[config.mk]
export PLATFORM = sky130hd
export DESIGN_NAME = chunked_serial_adder_flat
export DESIGN_NICKNAME = d
export VERILOG_FILES = /design/src/rtl/adder_pkg.sv /design/src/rtl/chunked_serial_adder_if.sv /design/src/rtl/chunked_serial_adder_chunk_adder.sv /design/src/rtl/chunked_serial_adder.sv /design/src/flat_wrapper.sv
export SDC_FILE = /design/constraint.sdc
export NUM_CORES = 1
export LEC_CHECK = 0
export CAP_MARGIN = 20
export CORE_AREA = 2 2 65 82
export DETAILED_ROUTE_END_ITERATION = 7
export DIE_AREA = 0 0 67 84
export GPL_ROUTABILITY_DRIVEN = 1
export PLACE_DENSITY = 0.49
export SETUP_SLACK_MARGIN = 0.5
export SYNTH_ARGS = -nofsm -noshare
export SYNTH_HDL_FRONTEND = slang
export SYNTH_HIERARCHICAL = 1
export SYNTH_SLANG_ARGS = --single-unit
[constraint.sdc]
create_clock -name clk -period 2.3 [get_ports clk]
set_clock_uncertainty 0.15 [all_clocks]
set_input_delay 0.46 -clock clk [delete_from_list [all_inputs] [get_ports clk]]
set_output_delay 0.46 -clock clk [all_outputs]
set_load 0.02 [all_outputs]
[src/rtl/adder_pkg.sv]
// Shared definitions for the chunked serial adder: FSM state encoding,
// a clog2 helper and the chunk-count / counter-width derivations.
package adder_pkg;

   typedef enum logic [1:0] {
      IDLE = 2'd0,
      RUN  = 2'd1,
      DONE = 2'd2
   } state_t;

   function automatic int clog2(input int n);
      int r;
      int v;
      r = 0;
      v = n - 1;
      while (v > 0) begin
         r++;
         v = v >> 1;
      end
      return r;
   endfunction

   function automatic int nchunk(input int width, input int chunk);
      return width / chunk;
   endfunction

   // A single-chunk adder still needs a 1-bit counter to keep the port legal.
   function automatic int cnt_width(input int n_chunks);
      return (n_chunks <= 1) ? 1 : clog2(n_chunks);
   endfunction

endpackage

[src/rtl/chunked_serial_adder_if.sv]
// Operand/result handshake bundle for chunked_serial_adder.
// zero/ovf exist only when ADDER_FLAGS_EN is defined.
interface chunked_serial_adder_if #(
   parameter int WIDTH = 8
);
   logic             in_valid;
   logic             in_ready;
   logic [WIDTH-1:0] a;
   logic [WIDTH-1:0] b;
   logic             c_in;
   logic             out_valid;
   logic             out_ready;
   logic [WIDTH-1:0] sum;
   logic             c_out;
`ifdef ADDER_FLAGS_EN
   logic             zero;
   logic             ovf;

   modport master (
      output in_valid, a, b, c_in, out_ready,
      input  in_ready, out_valid, sum, c_out, zero, ovf
   );
   modport slave (
      input  in_valid, a, b, c_in, out_ready,
      output in_ready, out_valid, sum, c_out, zero, ovf
   );
`else
   modport master (
      output in_valid, a, b, c_in, out_ready,
      input  in_ready, out_valid, sum, c_out
   );
   modport slave (
      input  in_valid, a, b, c_in, out_ready,
      output in_ready, out_valid, sum, c_out
   );
`endif
endinterface

[src/rtl/chunked_serial_adder_chunk_adder.sv]
// Combinational CHUNK-bit ripple adder built from full-adder cells;
// one instance is reused every cycle by chunked_serial_adder.
module chunk_adder #(
   parameter int CHUNK = 2
) (
   input  logic [CHUNK-1:0] a,
   input  logic [CHUNK-1:0] b,
   input  logic             cin,
   output logic [CHUNK-1:0] s,
   output logic             cout
);

   always_comb begin
      logic c;
      c = cin;
      s = '0;
      for (int i = 0; i < CHUNK; i++) begin
         s[i] = a[i] ^ b[i] ^ c;
         c    = (a[i] & b[i]) | (c & (a[i] ^ b[i]));
      end
      cout = c;
   end

endmodule

[src/rtl/chunked_serial_adder.sv]
// Multi-cycle WIDTH-bit adder (a + b + c_in), CHUNK bits per clock, valid/ready on both sides.
// Define ADDER_FLAGS_EN to add the registered zero and signed-overflow flags.
module chunked_serial_adder
   import adder_pkg::*;
#(
   parameter int WIDTH = 8,
   parameter int CHUNK = 2
) (
   input logic                 clk,
   input logic                 rst_n,
   chunked_serial_adder_if.slave bus
);

   localparam int               NCHUNK = nchunk(WIDTH, CHUNK);
   localparam int               CNT_W  = cnt_width(NCHUNK);
   localparam logic [CNT_W-1:0] LAST   = CNT_W'(NCHUNK - 1);

   state_t             state, state_nx;
   logic [WIDTH-1:0]   a_sh, b_sh, sum_r, sum_nx;
   logic               carry, c_out_r;
   logic [CNT_W-1:0]   cnt;
   logic [CHUNK-1:0]   chunk_s;
   logic               chunk_c;

   chunk_adder #(.CHUNK(CHUNK)) u_chunk (
      .a    (a_sh[CHUNK-1:0]),
      .b    (b_sh[CHUNK-1:0]),
      .cin  (carry),
      .s    (chunk_s),
      .cout (chunk_c)
   );

   // Each new chunk enters at the MSB end so after NCHUNK steps the LSB chunk sits at bit 0.
   if (CHUNK == WIDTH) begin : g_full
      assign sum_nx = chunk_s;
   end else begin : g_shift
      assign sum_nx = {chunk_s, sum_r[WIDTH-1:CHUNK]};
   end

   always_comb begin
      // NOTE: default assigned first so every path drives state_nx; otherwise a latch is inferred.
      state_nx = state;
      unique case (state)
         IDLE:    if (bus.in_valid)  state_nx = RUN;
         RUN:     if (cnt == LAST)   state_nx = DONE;
         DONE:    if (bus.out_ready) state_nx = IDLE;
         default: state_nx = IDLE;
      endcase
   end

   always_ff @(posedge clk or negedge rst_n) begin
      // NOTE: non-blocking assignments for all state so every flop samples pre-edge values.
      if (!rst_n) state <= IDLE;
      else        state <= state_nx;
   end

   always_ff @(posedge clk or negedge rst_n) begin
      if (!rst_n) begin
         a_sh    <= '0;
         b_sh    <= '0;
         sum_r   <= '0;
         carry   <= 1'b0;
         c_out_r <= 1'b0;
         cnt     <= '0;
      end else begin
         case (state)
            IDLE: if (bus.in_valid) begin
               a_sh  <= bus.a;
               b_sh  <= bus.b;
               carry <= bus.c_in;
               cnt   <= '0;
            end
            RUN: begin
               a_sh  <= a_sh >> CHUNK;
               b_sh  <= b_sh >> CHUNK;
               sum_r <= sum_nx;
               carry <= chunk_c;
               cnt   <= cnt + 1'b1;
               if (cnt == LAST) c_out_r <= chunk_c;
            end
            default: ;
         endcase
      end
   end

   assign bus.in_ready  = (state == IDLE);
   assign bus.out_valid = (state == DONE);
   assign bus.sum       = sum_r;
   assign bus.c_out     = c_out_r;

`ifdef ADDER_FLAGS_EN
   // Operand MSBs are captured at accept because the shift registers lose them during RUN.
   logic a_msb, b_msb, zero_r, ovf_r;

   always_ff @(posedge clk or negedge rst_n) begin
      if (!rst_n) begin
         a_msb  <= 1'b0;
         b_msb  <= 1'b0;
         zero_r <= 1'b0;
         ovf_r  <= 1'b0;
      end else if (state == IDLE && bus.in_valid) begin
         a_msb <= bus.a[WIDTH-1];
         b_msb <= bus.b[WIDTH-1];
      end else if (state == RUN && cnt == LAST) begin
         zero_r <= (sum_nx == '0);
         ovf_r  <= (a_msb == b_msb) && (sum_nx[WIDTH-1] != a_msb);
      end
   end

   assign bus.zero = zero_r;
   assign bus.ovf  = ovf_r;
`endif

endmodule

[src/flat_wrapper.sv]
// flat-port wrapper written by rule: the top's interface ports become plain ports
module chunked_serial_adder_flat import adder_pkg::*;
#(
   parameter int WIDTH = 8,
   parameter int CHUNK = 2
)
  (clk, rst_n, bus_in_valid, bus_a, bus_b, bus_c_in, bus_out_ready, bus_in_ready, bus_out_valid, bus_sum, bus_c_out);
  chunked_serial_adder_if #(.WIDTH(WIDTH)) bus_i ();
  input logic clk;
  input logic rst_n;
  input wire logic [$bits(bus_i.in_valid)-1:0] bus_in_valid;
  input wire logic [$bits(bus_i.a)-1:0] bus_a;
  input wire logic [$bits(bus_i.b)-1:0] bus_b;
  input wire logic [$bits(bus_i.c_in)-1:0] bus_c_in;
  input wire logic [$bits(bus_i.out_ready)-1:0] bus_out_ready;
  output wire logic [$bits(bus_i.in_ready)-1:0] bus_in_ready;
  output wire logic [$bits(bus_i.out_valid)-1:0] bus_out_valid;
  output wire logic [$bits(bus_i.sum)-1:0] bus_sum;
  output wire logic [$bits(bus_i.c_out)-1:0] bus_c_out;
  assign bus_i.in_valid = bus_in_valid;
  assign bus_i.a = bus_a;
  assign bus_i.b = bus_b;
  assign bus_i.c_in = bus_c_in;
  assign bus_i.out_ready = bus_out_ready;
  assign bus_in_ready = bus_i.in_ready;
  assign bus_out_valid = bus_i.out_valid;
  assign bus_sum = bus_i.sum;
  assign bus_c_out = bus_i.c_out;
  chunked_serial_adder #(.WIDTH(WIDTH), .CHUNK(CHUNK)) u_core (.clk(clk), .rst_n(rst_n), .bus(bus_i));
endmodule
Word level (Yosys, flattened, before mapping)
Cells that the tools add are included.

storage, ports and cells
  register bits after elaboration = 30
  logic and storage cells = 41
  output and inout bits = 11
  input bits = 21

operators by class
  muxes and demuxes = 12
  equal/unequal tests = 6
  reduce and logical (&&, ||, !) cells = 5
  $add $sub $neg = 1
  bitwise logic cells = 10

operator list
  kind                                                                   count
  8-bit one-hot mux with 2 select lines                                  2
  8-bit two-way mux                                                      2
  2-bit two-way mux                                                      4
  2-bit one-hot mux with 3 select lines                                  1
  1-bit bitwise AND                                                      4
  2-bit equality test, second input constant                             2
  2-bit != test, second input constant                                   2
  2-bit one-hot mux with 2 select lines                                  1
  2-bit AND reduction                                                    2
  1-bit XOR                                                              4
  3-bit AND reduction                                                    1
  2-bit by 1-bit adder with 2-bit output, second input constant          1
  2-bit by 1-bit equality test with 1-bit output, second input constant  1
  2-bit zero test                                                        1
  2-bit by 1-bit != test with 1-bit output, second input constant        1
  1-bit bitwise OR                                                       2
  1-bit one-hot mux with 2 select lines                                  1
  2-bit nonzero test                                                     1
  1-bit two-way mux                                                      1

Longest topological paths before layout
  depth in word-level cells = 6
  mapped depth = 6
  depth with buffers taken out = 6

By module
Netlist, hierarchy kept.

modules (own cells, without submodules)
  module                instances  cells an instance  area an instance (µm²)  seq. area each (µm²)
  chunked_serial_adder  1          136                1338.8                  750.7
  chunk_adder           1          10                 70.1                    0.0

Worst setup path before layout
OpenSTA, ideal clock, no wires.

  kind = flip-flop to flip-flop
  from = reg u_core.a_sh[0]
  to = reg u_core.sum_r[7], in the netlist u_core/bus.sum[7]
  cell stages (with the launch flop) = 7
  library setup time = 0.117 ns
  slack = 0.626 ns
  period minus slack after synthesis = 1.674 ns
  path buffers = 0
  data arrival time = 1.408 ns
  required time = 2.033 ns
  cell sequence = dfrtp_1 inv_1 fa_1 fa_1 inv_1 nand2_1 nand2_1

on the way
  longest elaborated chain between the ends = 4
  elaborated cells on any way between the ends = 5
  classes of those cells = bitwise: 5

RTL lines
  what                      RTL line                                RTL
  start: declaration        chunked_serial_adder.sv:19              logic [WIDTH-1:0] a_sh, b_sh, sum_r, sum_nx;
  start signal: assignment  chunked_serial_adder.sv:68              a_sh <= bus.a;
  start signal: assignment  chunked_serial_adder.sv:74              a_sh <= a_sh >> CHUNK;
  1-bit XOR                 chunked_serial_adder_chunk_adder.sv:19  c = (a[i] & b[i]) | (c & (a[i] ^ b[i]));
  1-bit bitwise AND         chunked_serial_adder_chunk_adder.sv:19
  1-bit bitwise OR (*)      chunked_serial_adder_chunk_adder.sv:19
  1-bit XOR (*)             chunked_serial_adder_chunk_adder.sv:18  s[i] = a[i] ^ b[i] ^ c;
  net u_core.chunk_s[1]     chunked_serial_adder.sv:22              logic [CHUNK-1:0] chunk_s;
  end signal: assignment    chunked_serial_adder.sv:76              sum_r <= sum_nx;
  end: declaration          chunked_serial_adder.sv:19

The timed path passes the listed nets; every way through them passes the cells marked *.
A chain may end at the register's enable or synchronous reset.

Worst setup path after layout
  from = reg u_core.state[1]
  to = out bus_out_valid

on the way
  longest elaborated chain between the ends = 1

RTL lines
  what                      RTL line                    RTL
  start: declaration        chunked_serial_adder.sv:18  state_t state, state_nx;
  start signal: assignment  chunked_serial_adder.sv:54  else state <= state_nx;
  2-bit equality test       chunked_serial_adder.sv:87  assign bus.out_valid = (state == DONE);
  end: declaration          flat_wrapper.sv:17          output wire logic [$bits(bus_i.out_valid)-1:0] bus_out_valid;

No other way between the ends.

==> results.cfg <==
[setup_path]
worstPathArrival_ns = 1.11
reg2reg_from = u_core/a_sh[0]
worstSetupPathType = flop to output pin
r2r_cells = 6
cp.required_ns = 1.69
worst_setup_path_start_kind = flop
reg2reg_to = u_core/carry
endpoint_kind = output pin
cp_max_fo = 4
r2r_slack_ns = 0.63

[hold_path]
hp-class = flop to flop
hold_end = u_core/bus.sum[0]
whs_path_depth = 2
hp-start = u_core/bus.sum[0]

[global_routing]
met3_usage_pct = 4.18
grt_usage_pct = 13.1
grt_overflow = 0
grt_max_degree = 31
grt_use_met1_pct = 16.9
grt_pass1_vias = 1215
grt-busiest-layer = met2
grt_pass1_wl_um = 5600
grtUsageMet2_pct = 20.5
antenna_found_initial = 0

[drt]
post_drt_via_cell_ratio = 4.78
vias = 1177
ant_nets = 0
drc = 0
detail_route.wirelength_um = 3230
dr.pass1.iters = 4
drt_iter0_markers = 30
wl_per_cell_um = 13.1

[timing]
slew_headroom_pct = 73.4
hold_viol = 0
setup_viol = 0
min_period_ns = 1.72
max_freq_mhz = 581
fin_crit_sh_pct = 74.8
maxSlewViolCount = 0
setup_ws_ns = 0.579
fin_setup_tns_ns = 0
rsz0062_at_grt = no
worstMarginPinSlew_ns = 0.399

[synth]
yosysTopAreaCell = dfrtp_1
ys_ff_latch = 30
seq_area_frac_synth_pct = 53.3
synth_top_area_share_pct = 53.3
avgSynthCellArea_um2 = 9.65
synth_area_leaders = dfrtp_1 (53%), o22ai_1 (11%), nand2_1 (8.0%)
synthesis.area_um2 = 1410
synthCells = 146
synth_nets = 170
ys_warn_count = 6
yosysUniqueCellTypes = 22

[pwr]
total_power_mw = 2.70
powerDensity_nw_per_um2 = 1420
peakVddDrop_v = 0.000399
leakage_nw = 0.869

[cells_and_area]
stdcell_area_um2 = 1900
final_cell_mix = nand2_1 (30), dfrtp_1 (29), o22ai_1 (24), clkdlybuf4s50_1 (20), a21oi_1 (14)
drive_above_1_share_pct = 15.8
mostFrequentLayoutCell = nand2_1
nets = 207
num_antenna_cells = 0
fin_util_pct = 38.5
syn_to_final_growth_pct = 34.9

[floorplanning]
io_pins = 32
core_area_um2 = 4930
die_h_um = 84
die_w_um = 67
rows = 29
initial_utilization_pct = 28.5
dieArea_um2 = 5630

[clocking]
clk_pin_slew_ns = 0.06
cts_buffer_depth = 2
cts_tree = built
clock_sinks = 30
clk_latency_ns = 0.28
root_buffer = clkbuf_8
cts_max_level = 2
cts_inserted_buffers = 5

[flow_run]
cap_violations = 0

[status]
status = completed

[place]
pre_cts_ws_ns = 0.276
hpwl_um = 2300
portBuffers = 31
dpl-instance-area_um2 = 1770
globalplace.congestion = 0.839
-- worst max path at each step --
stage | depth (start not counted) | slack (ns) | start | endpoint
after CTS | 6 | 0.53 | u_core/b_sh[0] | u_core/carry
final | 3 | 0.58 | u_core/state[1] | bus_out_valid
after global routing | 3 | 0.50 | u_core/state[1] | bus_out_valid
after detailed placement | 4 | 0.28 | bus_in_valid | u_core/a_sh[7]
after floorplan | 6 | 0.63 | u_core/a_sh[0] | u_core/bus.sum[7]
after global placement | 2 | 0.34 | u_core/state[1] | bus_in_ready
-- cell usage after synthesis --
cell type	number
o31ai_2	1
o22ai_1	24
nor2b_1	2
buf_2	4
nor2_1	4
inv_1	11
nor2_4	1
nand2_1	30
buf_6	1
nand2b_2	1
nand2b_4	1
and2b_1	1
dfrtp_1	30
o21ai_0	9
fa_1	2
nand3b_1	1
mux2_2	1
o221a_2	1
nor2_2	1
ha_1	1
a21oi_1	14
buf_4	5
-- cell type report --
| cell class | instances | area, um^2 |
|---|---|---|
| flip-flops and latches | 30 | 752 |
| clock inverters | 3 | 40.0 |
| repair buffers | 40 | 368 |
| multi-input cells | 95 | 553 |
| clock buffers | 5 | 68.8 |
| inverters | 11 | 41.3 |
| well taps | 62 | 77.6 |
| fillers | 537 | 3030 |
-- where the power goes --
part	internal, mW	total, mW	switching [mW]
Combinational	0.526	1.24	0.709
Sequential	0.785	0.954	0.169
Clock	0.318	0.511	0.193
Total	1.63	2.70	1.07
-- repair_timing --
item                       CTS  global route
resized for setup           15             3
hold buffers                 0             0
pin swaps                    0             0
setup endpoints to repair   12             3
setup buffers                3             1
-- stage by stage --
| step | hold slack [ns] | cells |
|---|---|---|
| 2_1_floorplan | 0.0144 | 146 |
| 3_3_place_gp | 0.306 | 234 |
| 3_5_place_dp | 0.317 | 234 |
| 4_1_cts | 0.328 | 245 |
| 5_1_grt | 0.357 | 246 |
| 6_report | 0.319 | 246 |
-- layer usage --
| metal | routed length (um) | part of all wire [%] | vias to the layer above |
|---|---|---|---|
| li1 | - | - | 576 |
| met1 | 1380 | 43 | 558 |
| met2 | 1590 | 49 | 38 |
| met3 | 210 | 6.5 | 5 |
| met4 | 38 | 1.2 | 0 |
| met5 | 0 | 0 | - |
-- sequential cells by signal, indices dropped and copies added (netlist names) --
register / cells
u_core/carry: 1
u_core/cnt: 2
u_core/state: 2
u_core/b_sh: 8
u_core/bus.sum: 8
u_core/bus.c_out: 1
u_core/a_sh: 8
-- logic make-up (layout without fill, tap and decap cells) --
logic type               count (synthesis)  in the layout  synth area share [%]
AO/OA/AOI/OAI                           49             49                  20.5
adder cells (fa/ha/maj)                  3              3                  3.73
buffers and inverters                   21             59                  7.82
flip-flops                              30             30                  53.3
multiplexers                             1              1                 0.799
AND/OR/NAND/NOR                         42             42                  13.9
-- critical path, cell delays in order (launching register included) --
cell             delay [ns]
dfrtp_2                0.39
inv_1                  0.06
nor2_1                 0.08
clkdlybuf4s15_1        0.30
No activity file was read; power rests on OpenSTA's default activity.
